**src/rtl/multi_mode_crossover.sv**
```systemverilog
// multi_mode_crossover: two-stage GA crossover engine with LFSR-driven masks and rate gating
module multi_mode_crossover #(
  parameter int IndividualWidth = 8,
  parameter int IdxWidth = $clog2(IndividualWidth),
  parameter int LfsrWidth = 64,
  parameter logic [LfsrWidth-1:0] LfsrTaps = 64'hD800_0000_0000_0000,
  parameter logic [LfsrWidth-1:0] Seed = 64'h1
) (
  input  logic                       clk,
  input  logic                       rst,
  input  logic                       ce,
  input  logic                       seed_load,
  input  logic [LfsrWidth-1:0]       seed_val,
  input  logic                       in_valid,
  output logic                       in_ready,
  input  logic [1:0]                 mode,
  input  logic [8:0]                 rate,
  input  logic [IndividualWidth-1:0] dad,
  input  logic [IndividualWidth-1:0] mom,
  output logic                       out_valid,
  input  logic                       out_ready,
  output logic [IndividualWidth-1:0] son,
  output logic [IndividualWidth-1:0] daughter,
  output logic [IndividualWidth-1:0] mask,
  output logic                       crossed
);
  localparam int W = IndividualWidth;
  logic [LfsrWidth-1:0] lfsr;
  logic s1_valid;
  logic [W-1:0] s1_dad, s1_mom, s1_lo;
  logic [7:0] s1_r8;
  logic [1:0] s1_mode;
  logic [8:0] s1_rate;
  logic s2_load, accept;
  logic [IdxWidth-1:0] a, b, lo, hi;
  logic [W-1:0] ones, span, nmask;
  assign s2_load = !out_valid || out_ready;
  assign in_ready = ce && (!s1_valid || s2_load);
  assign accept = in_valid && in_ready;
  always_comb begin
    a = s1_lo[IdxWidth-1:0];
    b = s1_lo[2*IdxWidth-1:IdxWidth];
    lo = a < b ? a : b;
    hi = a < b ? b : a;
    ones = '1;
    span = (ones << lo) & ~(ones << hi);
    nmask = !({1'b0, s1_r8} < s1_rate) ? '0 :
            s1_mode == 2'd0 ? ones << a :
            s1_mode == 2'd1 ? span :
            s1_mode == 2'd2 ? s1_lo : '0;
  end
  always_ff @(posedge clk) begin
    if (rst) begin
      lfsr <= Seed;
      s1_valid <= 1'b0;
      out_valid <= 1'b0;
      son <= '0;
      daughter <= '0;
      mask <= '0;
      crossed <= 1'b0;
    end else if (ce) begin
      lfsr <= seed_load ? (seed_val == '0 ? Seed : seed_val) :
              accept ? (lfsr >> 1) ^ (lfsr[0] ? LfsrTaps : '0) : lfsr;
      if (in_ready)
        s1_valid <= in_valid;
      if (accept) begin
        s1_dad <= dad;
        s1_mom <= mom;
        s1_mode <= mode;
        s1_rate <= rate;
        s1_lo <= lfsr[W-1:0];
        s1_r8 <= lfsr[LfsrWidth-1:LfsrWidth-8];
      end
      if (s2_load) begin
        out_valid <= s1_valid;
        if (s1_valid) begin
          son <= (s1_dad & ~nmask) | (s1_mom & nmask);
          daughter <= (s1_dad & nmask) | (s1_mom & ~nmask);
          mask <= nmask;
          crossed <= |nmask;
        end
      end
    end
  end
endmodule

```
**config.mk**
```make
export PLATFORM = sky130hd
export DESIGN_NAME = multi_mode_crossover
export DESIGN_NICKNAME = d
export VERILOG_FILES = /design/src/rtl/multi_mode_crossover.sv
export SDC_FILE = /design/constraint.sdc
export NUM_CORES = 1
export LEC_CHECK = 0
export ABC_AREA = 1
export CORE_ASPECT_RATIO = 1.4
export CORE_MARGIN = 2
export CORE_UTILIZATION = 51
export CTS_BUF_LIST = sky130_fd_sc_hd__clkbuf_8 sky130_fd_sc_hd__clkbuf_16
export DETAILED_ROUTE_END_ITERATION = 10
export PLACE_DENSITY = 0.8
export SETUP_SLACK_MARGIN = 0.4
export SYNTH_ARGS = -nofsm -noshare
export SYNTH_HDL_FRONTEND = slang
export SYNTH_SLANG_ARGS = --single-unit
```
**constraint.sdc**
```tcl
create_clock -name clk -period 3.8 [get_ports clk]
set_input_delay 0.76 -clock clk [delete_from_list [all_inputs] [get_ports clk]]
set_output_delay 0.76 -clock clk [all_outputs]
set_load 0.05 [all_outputs]
```
==> impl_metrics.csv <==
group,metric,value,unit
timing,setup_viol,0,
final_layout,num_antenna_cells,0,
yosys,synthesis.nets,840,
worst_setup_path,critPathMaxFanout,3,
place,place_area,7310,µm²
drt,routed_wl,15.9,mm
power,clock_power_share,43.9,%
yosys,yosysMostFrequentCell,"a21oi_1",
global_routing,grtUsageTotal,25.6,%
timing,tightest_slew,1.04,ns
global_routing,grt_max_degree,66,
floorplanning,ioPinCount,124,
timing,min_period,3.21,ns
final_layout,nets,948,
worst_hold_path,hold_start,"lfsr[5]",
yosys,synthesis.area,6040,µm²
power,power_density,488,nW/µm²
yosys,synth-edff-count,43,
clock_network,clock_latency,0.41,ns
timing,fin_crit_sh,84.4,%
yosys,yosysTopAreaCell,"dfxtp_1",
worst_setup_path,criticalPathCategory,"input port to primary output",
yosys,synth_area_leaders,"dfxtp_1 30%, edfxtp_1 21%, a21oi_1 13%",
timing,rsz0062_at_grt,"false",
timing,fmax,312,MHz
place,port_buffers,123,
clock_network,clk_pin_slew,0.05,ns
clock_network,cts_resized,0,
worst_hold_path,hold_path_depth,0,
global_routing,grt_pass1_wl,25.3,mm
worst_setup_path,rr_worst_depth,14,
yosys,synthDistinctLibCells,33,
yosys,ys.warnings.count,0,
global_routing,grt.overflow.total,0,
worst_setup_path,cp.arrival,2.45,ns
yosys,syn_inst,732,
power,swShare,25.3,%
final_layout,drive_above_1_share,8.68,%
yosys,ys_ff_latch,134,
timing,drv_slew,0,
worst_hold_path,holdPathEnd,"s1_lo[5]",
timing,slew_headroom,30.5,%
timing,setup-tns-final,0,ns
power,power_frac_comb,13.8,%
power,leakage,3.12,nW
yosys,syn_avg_cell_area,8.26,µm²
clock_network,cts_root_buf,"clkbuf_16",
clock_network,cts_hold_buf,0,
floorplanning,fp.dieW,96.0,µm
timing,hold_viol,0,
place,hpwl,10.9,mm
yosys,async_reset_ff_share,0,%
outcome,outcome,"finished clean",
floorplanning,die_y,133,µm
drt,num_vias,5683,
floorplanning,dieArea,12800,µm²
yosys,synth_ff_type,"dfxtp_1",
clock_network,clock_sinks,134,
power,p_int,0.00289,W
global_routing,grt_pass1_vias,5532,
yosys,yosysSeqAreaShare,51.5,%
clock_network,cts_max_path_buffers,2,
worst_setup_path,r2r-end,"son[6]",
global_routing,antenna_found_initial,0,
yosys,ys_top_cells_by_count,"157 x a21oi_1, 134 x nand2_1, 91 x dfxtp_1",
drt,avgRoutedWirePerCell,15.9,µm
power,power,0.00386,W
clock_network,h-tree-depth,4,
worst_setup_path,critPathRequiredTime,3.04,ns
clock_network,cts_buffers,17,
worst_hold_path,hp-class,"register to register",
worst_setup_path,timing.rr.start,"s1_lo[2]",
drt,drc_errors,0,
final_layout,areaGrowthSynthToFinish,31.1,%
place,place_congestion,0.914,
power,p_sw,0.000976,W
final_layout,fillCellCount,932,
floorplanning,initial_core_util,51.7,%
floorplanning,rows,47,
floorplanning,coreArea,11700,µm²
timing,skew,0.00739,ns
drt,viasPerCell,5.68,
run,maxCapViolCount,0,
worst_setup_path,cp-startpoint,"ce",
worst_setup_path,rrSetupSlack,1.47,ns
power,vdd_drop_max,0.292,mV
drt,antenna_left,0,
drt,firstDrtPassIters,6,
worst_setup_path,worstSetupEndpointType,"primary output",
clock_network,cts_tree,"yes",
power,seq_power_share,42.4,%
clock_network,cts_setup_buffers,0,
drt,drtIter0Drc,340,
final_layout,design_area,7920,µm²
worst_setup_path,startpoint_type,"input port",
yosys,netlist.area_leader.share,30.1,%
[cell type report]
type	count	area (µm²)	area share, %
inverter	49	184	2.32
clock buffer	17	425	5.37
clock inverter	15	189	2.38
multi-input combinational	508	2550	32.2
timing repair buffer	130	1280	16.1
sequential	134	3110	39.3
tap	147	184	2.32
[flip-flops by register name, summed over array words and instances (netlist names), 2 cells and up]
| name | cells |
|---|---|
| s1_r8 | 8 |
| son | 8 |
| s1_dad | 8 |
| s1_mom | 8 |
| daughter | 8 |
| lfsr | 64 |
| mask | 8 |
| s1_lo | 8 |
| s1_mode | 2 |
| s1_rate | 9 |
[metal layers]
| metal | vias up | track usage [%] | share of wire, % |
|---|---|---|---|
| met4 | 0 | 14.2 | 4.9 |
| li1 | 2751 | - | - |
| met2 | 212 | 44.1 | 53 |
| met1 | 2665 | 28.3 | 37 |
| met3 | 55 | 5.69 | 5.3 |
| met5 | - | 0 | 0 |
[through the flow]
step	instances	setup slack [ns]	utilization (%)	hold WS [ns]
2_1_floorplan	732	0.820	-	0.408
5_1_grt	1000	0.527	67.7	0.476
3_5_place_dp	968	0.595	62.5	0.438
4_1_cts	1000	0.589	67.7	0.453
6_report	1000	0.591	67.7	0.452
3_3_place_gp	968	0.667	62.5	0.434
[critical path, cell delays in order]
cell and delay, ns:
clkdlybuf4s50_1 0.50, inv_2 0.06, a21oi_2 0.15, inv_2 0.08, o21ai_2 0.08, clkdlybuf4s50_1 0.82
[cells in the final DEF, fill, tap and decap left out, types with 7 or more instances in the layout]
master,count
nand4_1,9
edfxtp_1,43
nand3_1,29
ha_1,11
inv_1,43
dfxtp_1,91
nand2_1,134
o21ai_0,81
clkdlybuf4s50_1,122
nand2_2,17
inv_2,8
buf_4,7
a21oi_1,157
clkbuf_16,17
nor2_1,36
[power by group through the flow]
| stage | clock network [W] | logic, W | registers [W] |
|---|---|---|---|
| 2_1_floorplan | 0 | 0.000287 | 0.00169 |
| 3_3_place_gp | 0 | 0.000508 | 0.00166 |
| 3_5_place_dp | 0 | 0.000524 | 0.00166 |
| 4_1_cts | 0.00170 | 0.000530 | 0.00164 |
| 5_1_grt | 0.00176 | 0.000585 | 0.00165 |
| 6_report | 0.00169 | 0.000532 | 0.00164 |
[worst max-delay path by stage]
| stage | to | cells after the start |
|---|---|---|
| after floorplan | s1_dad[0] | 4 |
| after detailed placement | in_ready | 6 |
| after global placement | in_ready | 6 |
| after global routing | in_ready | 6 |
| after CTS | in_ready | 6 |
| final | in_ready | 6 |
[cell families (layout without fill, tap and decap cells)]
group	Yosys count	after routing	share of synthesized area (%)
AOI/OAI and AO/OA	254	254	21.8
and+or+nand+nor	243	243	18.0
DFF	134	134	51.5
buffers and inverters	90	211	6.44
adders and majority gates	11	11	2.28
(Power assumes the default switching activity.)
